## src/rtl/feed_sched_pkg.sv

```systemverilog
// Shared definitions for the feed scheduler: FSM encoding and width helper.
package feed_sched_pkg;

  typedef enum logic [1:0] {
    FS_IDLE  = 2'd0,
    FS_RUN   = 2'd1,
    FS_FLUSH = 2'd2
  } fs_state_e;

  // Bits needed to hold 0..v-1, never less than one so a 1-entry range still has a wire.
  function automatic int clog2_min1(input int v);
    int r;
    r = 1;
    while ((1 << r) < v) r = r + 1;
    return r;
  endfunction

endpackage

```

## src/rtl/feed_sched_rr_arbiter.sv

```systemverilog
// Circular priority pick: first eligible requester at or after ptr wins.
module feed_sched_rr_arbiter
  import feed_sched_pkg::*;
#(
  parameter int NREQ = 4,
  parameter int PW   = clog2_min1(NREQ)
) (
  input  logic [NREQ-1:0] eligible,
  input  logic [PW-1:0]   ptr,
  output logic [NREQ-1:0] win,
  output logic            any
);

  // Walk the ring starting at ptr; the first hit locks out the rest.
  always_comb begin
    win = '0;
    any = 1'b0;
    for (int k = 0; k < NREQ; k++) begin
      for (int i = 0; i < NREQ; i++) begin
        if (!any && eligible[i] && (i == ((int'(ptr) + k) % NREQ))) begin
          win[i] = 1'b1;
          any    = 1'b1;
        end
      end
    end
  end

endmodule

```

## src/rtl/feed_sched.sv

```systemverilog
// Write arbiter + fixed-cadence read scheduler for one shared ring buffer.
// Occupancy lives here; the buffer itself trusts these strobes blindly.
module feed_sched
  import feed_sched_pkg::*;
#(
  parameter int WORDLEN     = 8,
  parameter int DEPTH       = 16,
  parameter int NREQ        = 4,
  parameter int RD_INTERVAL = 8
) (
  input  logic                    clk,
  input  logic                    rst,
  input  logic [NREQ-1:0]         req,
  input  logic [NREQ*WORDLEN-1:0] req_data,
  output logic [NREQ-1:0]         gnt,
  output logic                    buf_write,
  output logic [WORDLEN-1:0]      buf_din,
  output logic                    buf_read,
  output logic                    rd_valid,
  input  logic                    drain_en,
  input  logic                    flush,
  output logic [4:0]              count,
  output logic                    full,
  output logic                    empty,
  output logic                    busy
);

  localparam int             PW        = clog2_min1(NREQ);
  localparam int             TW        = clog2_min1(RD_INTERVAL);
  localparam logic [TW-1:0]  TICK_LAST = TW'(RD_INTERVAL - 1);
  localparam logic [PW-1:0]  PTR_LAST  = PW'(NREQ - 1);
  localparam logic [4:0]     DEPTH_C   = 5'(DEPTH);

  fs_state_e            state_q;
  logic [PW-1:0]        ptr_q, ptr_d;
  logic [TW-1:0]        tick_q, tick_d;
  logic [4:0]           count_q, count_d, count_nw;
  logic [NREQ-1:0]      gnt_q;
  logic                 wr_q, rd_q, rv_q, full_q, empty_q;
  logic [WORDLEN-1:0]   din_q;

  logic [NREQ-1:0]      eligible, win;
  logic                 any, rd_fire, wr_fire;
  logic [PW-1:0]        w_idx;
  logic [WORDLEN-1:0]   w_data;

  // A requester whose grant is visible this cycle has not yet dropped req; mask it.
  assign eligible = req & ~gnt_q;

  feed_sched_rr_arbiter #(.NREQ(NREQ), .PW(PW)) u_arb (
    .eligible (eligible),
    .ptr      (ptr_q),
    .win      (win),
    .any      (any)
  );

  // Reads only see committed occupancy, so a word being written now is not readable yet.
  assign rd_fire  = (state_q != FS_IDLE) && (tick_q == TICK_LAST) &&
                    (drain_en || (state_q == FS_FLUSH)) && (count_q != 5'd0);
  // A read issued this cycle frees a slot for a write on the same edge.
  assign count_nw = count_q - {4'd0, rd_fire};
  // The flush cycle itself already refuses new words.
  assign wr_fire  = (state_q == FS_RUN) && !flush && any && (count_nw < DEPTH_C);
  assign count_d  = count_nw + {4'd0, wr_fire};

  // Turn the one-hot winner into an index and its data word.
  always_comb begin
    w_idx  = '0;
    w_data = '0;
    for (int i = 0; i < NREQ; i++) begin
      if (win[i]) begin
        w_idx  = PW'(i);
        w_data = req_data[i*WORDLEN +: WORDLEN];
      end
    end
  end

  assign ptr_d  = wr_fire ? ((w_idx == PTR_LAST) ? '0 : w_idx + PW'(1)) : ptr_q;
  // Parked at zero while idle, so each entry to RUN starts a fresh interval.
  assign tick_d = (state_q == FS_IDLE) ? '0 :
                  ((tick_q == TICK_LAST) ? '0 : tick_q + TW'(1));

  // Control FSM: IDLE waits for work, RUN arbitrates and drains, FLUSH only drains.
  always_ff @(posedge clk or posedge rst) begin
    if (rst) begin
      state_q <= FS_IDLE;
    end else begin
      case (state_q)
        FS_IDLE:  if (req != '0) state_q <= FS_RUN;
        FS_RUN: begin
          if (flush)
            state_q <= FS_FLUSH;
          else if ((count_q == 5'd0) && (req == '0) && !wr_q && !rd_q)
            state_q <= FS_IDLE;
        end
        FS_FLUSH: if ((count_q == 5'd0) && !rd_q) state_q <= FS_IDLE;
        default:  state_q <= FS_IDLE;
      endcase
    end
  end

  // Pointer, cadence counter, occupancy and all registered strobes.
  always_ff @(posedge clk or posedge rst) begin
    if (rst) begin
      ptr_q   <= '0;
      tick_q  <= '0;
      count_q <= 5'd0;
      gnt_q   <= '0;
      wr_q    <= 1'b0;
      din_q   <= '0;
      rd_q    <= 1'b0;
      rv_q    <= 1'b0;
      full_q  <= 1'b0;
      empty_q <= 1'b1;
    end else begin
      ptr_q   <= ptr_d;
      tick_q  <= tick_d;
      count_q <= count_d;
      gnt_q   <= win & {NREQ{wr_fire}};
      wr_q    <= wr_fire;
      if (wr_fire) din_q <= w_data;
      rd_q    <= rd_fire;
      rv_q    <= rd_q;
      full_q  <= (count_d == DEPTH_C);
      empty_q <= (count_d == 5'd0);
    end
  end

  assign gnt       = gnt_q;
  assign buf_write = wr_q;
  assign buf_din   = din_q;
  assign buf_read  = rd_q;
  assign rd_valid  = rv_q;
  assign count     = count_q;
  assign full      = full_q;
  assign empty     = empty_q;
  assign busy      = (state_q != FS_IDLE);

  a_count_max: assert property (@(posedge clk) disable iff (rst) count_q <= DEPTH_C);
  a_count_nowrap: assert property (@(posedge clk) disable iff (rst)
    !(rd_fire && (count_q == 5'd0)));

endmodule

```

## config.mk

```make
export PLATFORM = sky130hd
export DESIGN_NAME = feed_sched
export DESIGN_NICKNAME = d
export VERILOG_FILES = /design/src/rtl/feed_sched_pkg.sv /design/src/rtl/feed_sched_rr_arbiter.sv /design/src/rtl/feed_sched.sv
export SDC_FILE = /design/constraint.sdc
export NUM_CORES = 1
export LEC_CHECK = 0
export BUFFER_PORTS_ARGS = -buffer_cell sky130_fd_sc_hd__buf_4
export CORE_MARGIN = 2
export CORE_UTILIZATION = 48
export CTS_CLUSTER_SIZE = 40
export DETAILED_ROUTE_END_ITERATION = 8
export PLACE_DENSITY = 0.78
export SLEW_MARGIN = 10
export SYNTH_ARGS = -nofsm -noshare
export SYNTH_HDL_FRONTEND = slang
export SYNTH_SLANG_ARGS = --single-unit
```

## constraint.sdc

```tcl
create_clock -name clk -period 4.2 [get_ports clk]
set_input_delay 0.21 -clock clk [delete_from_list [all_inputs] [get_ports clk]]
set_output_delay 0.21 -clock clk [all_outputs]
set_load 0.1 [all_outputs]
```

Word level (Yosys, flattened, before mapping)
Index checks and enable logic that the tools add are counted.

Bits in registers: 29. Input bits: 40. Output and inout port bits: 23. Logic and storage cells: 166.

$add $sub $neg: 7. Magnitude comparators: 1. Equality and inequality tests: 20. Mux-type cells: 46. Bitwise gates (word level): 6. Reduce and logical (&&, ||, !) cells: 75.

Operator list (number): 32-bit zero test (4); 1-bit logical AND (41); 1-bit two-way mux (32); 8-bit two-way mux (4); 3-bit == test, first input constant (6); 1-bit zero test (18); 2-bit two-way mux (7); 5-bit zero test (2); 2-bit by 3-bit == test with 1-bit output, first input constant (3); 4-bit bitwise AND (2); 3-bit two-way mux (2); 2-bit one-hot mux with 3 select lines (1); 2-bit OR reduction (3); 5-bit by 1-bit adder with 5-bit output (1); 5-bit == test, second input constant (1); 5-bit < comparator, second input constant (1); 5-bit nonzero test (1); 5-bit by 1-bit subtractor with 5-bit output (1); 2-bit by 1-bit adder with 2-bit output, second input constant (2); 2-bit adder, second input constant (2); 2-bit == test, first input constant (2); 2-bit == test, second input constant (2); 4-bit zero test (1); 2-bit by 1-bit inequality test with 1-bit output, second input constant (2); other kinds (12) (14).

Depth between registers and ports, before layout
Word-level depth: 68. Gate-level depth with buffers: 16. Mapped depth without buffers: 16.

Hierarchy
A second synthesis with hierarchy kept.

Cell total of the unflattened synthesis: 166. Area, all modules: 1570.3 um^2.

By module, submodules not included: feed_sched (times used 1, cells each 148, area an instance 1465.2 um^2, seq. area each 726.9 um^2); feed_sched_rr_arbiter (times used 1, cells each 18, area an instance 105.1 um^2, seq. area each 0.0 um^2).

Least setup slack after synthesis
No wires, ideal clock.

Path type: register to register. Start: register count_q[2] (netlist: count[2]). End: register empty_q (netlist: empty). Library setup time: 68 ps. Arrival time: 3527 ps. Data required time: 4132 ps. Slack: 605 ps. Stages on the path, launching flop included: 15. Path buffers: 0. Period minus slack after synthesis: 3595 ps. Path through: dfrtp_1 nor2_1 nand2_1 nor2_1 nor3_1 ha_1 ha_1 nor3b_1 xnor2_1 nand3_1 inv_1 ha_1 ha_1 or4_1 nor2_1.

Longest elaborated chain between the ends: 7.

RTL lines: from (decl) (line feed_sched.sv:37) `logic [4:0] count_q, count_d, count_nw;`; from (signal assigned) (line feed_sched.sv:118) `count_q <= count_d;`; 5-bit nonzero test (line feed_sched.sv:59) `(drain_en || (state_q == FS_FLUSH)) && (count_q != 5'd0);`; 1-bit logical AND (line feed_sched.sv:59); via rd_fire (line feed_sched.sv:43) `logic any, rd_fire, wr_fire;`; 5-bit by 1-bit subtractor with 5-bit output (line feed_sched.sv:61) `assign count_nw = count_q - {4'd0, rd_fire};`; 5-bit < comparator (line feed_sched.sv:63) `assign wr_fire = (state_q == FS_RUN) && !flush && any && (count_nw < DEPTH_C);`; 1-bit logical AND (line feed_sched.sv:63); via wr_fire (line feed_sched.sv:43); 5-bit by 1-bit adder with 5-bit output (line feed_sched.sv:64) `assign count_d = count_nw + {4'd0, wr_fire};`; via count_d[1] (line feed_sched.sv:37); 5-bit zero test (line feed_sched.sv:125) `empty_q <= (count_d == 5'd0);`; to (signal assigned) (line feed_sched.sv:125); to (decl) (line feed_sched.sv:39) `logic wr_q, rd_q, rv_q, full_q, empty_q;`.

The timed path passes the listed nets, and every way through them passes these cells. A chain may end at the register's enable or synchronous reset.

Worst setup path in the final report
Start: register tick_q[0]. End: register empty_q (netlist: empty).

Longest elaborated chain between the ends: 9.

RTL lines: from (decl) (line feed_sched.sv:36) `logic [TW-1:0] tick_q, tick_d;`; from (signal assigned) (line feed_sched.sv:117) `tick_q <= tick_d;`; 3-bit == test (line feed_sched.sv:58) `assign rd_fire = (state_q != FS_IDLE) && (tick_q == TICK_LAST) &&`; 1-bit logical AND (2 in series) (line feed_sched.sv:58); 1-bit logical AND (line feed_sched.sv:59); via rd_fire (line feed_sched.sv:43); 5-bit by 1-bit subtractor with 5-bit output (line feed_sched.sv:61); 5-bit < comparator (line feed_sched.sv:63); 1-bit logical AND (line feed_sched.sv:63); via wr_fire (line feed_sched.sv:43); 5-bit by 1-bit adder with 5-bit output (line feed_sched.sv:64); via count_d[2] (line feed_sched.sv:37); 5-bit zero test (line feed_sched.sv:125).

The timed path passes the listed nets, and every way through them passes these cells.

==> flow_summary.toml <==
[placed_design]
portBuffers = 62
dp_hpwl_um = 3088
gp_routability_congestion = 0.8816
place_area_sq_mm = 0.002057

[clock_tree]
cts.sinks = 29
cts_buffers = 5
clk_pin_slew_worst_paths_ps = 90
holdBufCountCts = 0
postCtsSetupBuffers = 0
cts_tree = "built"
cts_resized = 0
clk_latency_ps = 330
htreeDepth = 2
cts.path.max_buffers = 2
cts-root-buf = "clkbuf_4"

[floorplanning]
fp-row-count = 20
initial_core_util_pct = 50.85
num_io_pins = 63
die_x_um = 61.11
core_area_sq_mm = 0.003078
fp.dieArea_sq_mm = 0.003734
die_h_um = 61.11

[synth]
yosys.area.top_type_share_pct = 44.76
synth_top_area_cell = "dfrtp_1"
avgSynthCellArea_sq_um = 9.048
synth.most_common_cell = "dfrtp_1"
yosys-top-cells-area = "dfrtp_1 45%, o21ai_0 6.7%, nor2_1 6.0%, ha_1 4.8%, a22o_1 3.9%"
ys_warn_count = 0
synth_edf_count = 0
syn_inst = 173
netlist_top_cells_count = "28 x dfrtp_1, 25 x nor2_1, 21 x o21ai_0"
syn_nets = 219
synthDistinctLibCells = 32
synth_flop_cell = "dfrtp_1"
ys_seq_area_share_pct = 46.44
async_flop_share_pct = 100.0
synthesis.area_sq_mm = 0.001565
ys_seq_elements = 29

[route]
num_vias = 1524
post_drt_wl_per_cell_um = 14.23
wirelength_um = 4012
drc_errors = 0
drt_iter0_markers = 87
antenna_left = 0
avgViaCountPerCell = 5.404
dr.pass1.iters = 4

[setup_path]
cpMostUsedCell = "ha_1"
reg2regPathDepth = 16
path_delay_family = "adder cells"
cpPeakStageDelay_ps = 510
worstSetupPathType = "flip-flop to flip-flop"
critPathCaptureType = "flip-flop"
required_ps = 4470
crit_fanout = 23
slowest_stage = "or4_1"
r2r-end = "empty"
worstSetupStartpointType = "flip-flop"
reg2reg_from = "tick_q[0]"
r2r_slack_ps = 590
path_depth = 16
cp.arrival_ps = 3880
cp_num_buf_inv = 2
crit_chain = "ha_1 -> ha_1 -> o21ai_0 -> nor3_1 -> ha_1 -> ha_1 -> nor3b_1 -> xnor2_1 -> nand3_1 -> buf_4 -> inv_1 -> ha_1 -> ha_1 -> xnor2_1 -> or4_1 -> nor2_1"

[finish]
final_core_util_pct = 68.74
fin_nets = 283
drive_above_1_share_pct = 30.67
diodes = 0
syn_to_final_growth_pct = 35.17
fin_area_sq_mm = 0.002116

[power_and_ir_drop]
clkPwrFrac_pct = 9.8
combPwrFrac_pct = 63.7
p_per_area_mw_per_mm2 = 852.0
p_int_w = 0.0007652
p_leak_nw = 1.052
switching_power_w = 0.001038
switching_share_pct = 57.55
ir_drop_mv = 0.5066
p_seq_share_pct = 26.5

[global_routing]
grt_pass1_wl_um = 6382
overflow = 0
grt_pass1_vias = 1477
gr-usage-all-layers_pct = 23.28
antenna_found_initial = 0
grt_max_degree = 30

[status]
run_status = "completed"

[run]
maxCapViolations = 0

[timing]
fin_crit_sh_pct = 85.94
setup_tns_ps = 0
max_freq_mhz = 277.1
hold_violations = 0
slew_viol_final = 0
setup_viol = 0
slew_headroom_pct = 30.29
fin_skew_ps = 4.950
fin_crit_ps = 3609
tightest_slew_ps = 1045
grt_setup_unrepaired = "false"

[hold_path]
holdPathEnd = "state_q[0]"
min_from = "flush"
hold_class = "input port to flip-flop"
whs_path_depth = 2
-- cell usage in the layout (no fill, tap or decap), types with 2 or more instances in the layout --
| cell type | instances |
|---|---|
| buf_4 | 64 |
| dfrtp_1 | 28 |
| nor2_1 | 25 |
| o21ai_0 | 21 |
| nand2_1 | 12 |
| inv_1 | 11 |
| nand4_1 | 8 |
| a22o_1 | 7 |
| nor3_1 | 6 |
| ha_1 | 6 |
| nand2b_1 | 5 |
| a21oi_1 | 5 |
| clkbuf_4 | 5 |
| nor3b_1 | 4 |
| xnor2_1 | 4 |
| nor2b_1 | 4 |
| nand3_1 | 2 |
| a221oi_1 | 2 |
| nor3b_2 | 2 |
| or3_1 | 2 |
| xor2_1 | 2 |
| clkbuf_1 | 2 |
-- sequential cells by signal, summed over array words and instances (netlist names), 2 cells and up --
name	cells
tick_q	3
gnt	4
ptr_q	2
state_q	2
buf_din	8
count	5
-- power groups by stage --
| stage | Clock [W] | Combinational (W) | Sequential [W] |
|---|---|---|---|
| after detailed placement | 0 | 0.00115 | 0.000482 |
| after global routing | 0.000200 | 0.00122 | 0.000488 |
| after CTS | 0.000181 | 0.00115 | 0.000476 |
| after global placement | 0 | 0.00113 | 0.000475 |
| after floorplan | 0 | 0.000397 | 0.000978 |
| final | 0.000177 | 0.00115 | 0.000477 |
-- area by class of cell --
class                      count  area, sq um
fill                         243        962.2
inverter                      11        41.29
sequential                    29        726.9
multi-input combinational    126        753.2
tap                           44        55.05
clock buffer                   8        58.81
timing repair buffer          64        480.5
-- metal layers --
metal	share of wire [%]	routed length, um	track usage [%]
met1	42	1693	29.67
met2	50	2021	37.23
met3	6.1	244	5.882
met4	1.3	52	10.56
met5	0	0	0
-- cell families after synthesis --
group	synth area share, %
AO/OA/AOI/OAI	15.99
XOR/XNOR	3.357
adder cells (fa/ha/maj)	4.796
buffers and inverters	5.436
flip-flops	46.44
AND/OR/NAND/NOR	23.98
-- worst max-delay path by stage --
stage | to | from | slack (ps)
6_report | empty | tick_q[0] | 590
5_1_grt | full | tick_q[0] | 280
4_1_cts | empty | tick_q[0] | 570
3_5_place_dp | empty | tick_q[0] | 620
3_3_place_gp | empty | tick_q[0] | 840
2_1_floorplan | empty | count[2] | 600
-- metrics by stage --
step	cells	hold WS, ps	worst slack [ps]	total power [W]
after detailed placement	274	404.9	620.4	0.001628
after global placement	274	386.1	844.1	0.001603
after CTS	282	83.93	574.2	0.001807
after floorplan	173	287.4	604.8	0.001375
after global routing	282	73.55	281.0	0.001905
final	282	95.67	590.5	0.001803
(Power assumes the default switching activity.)
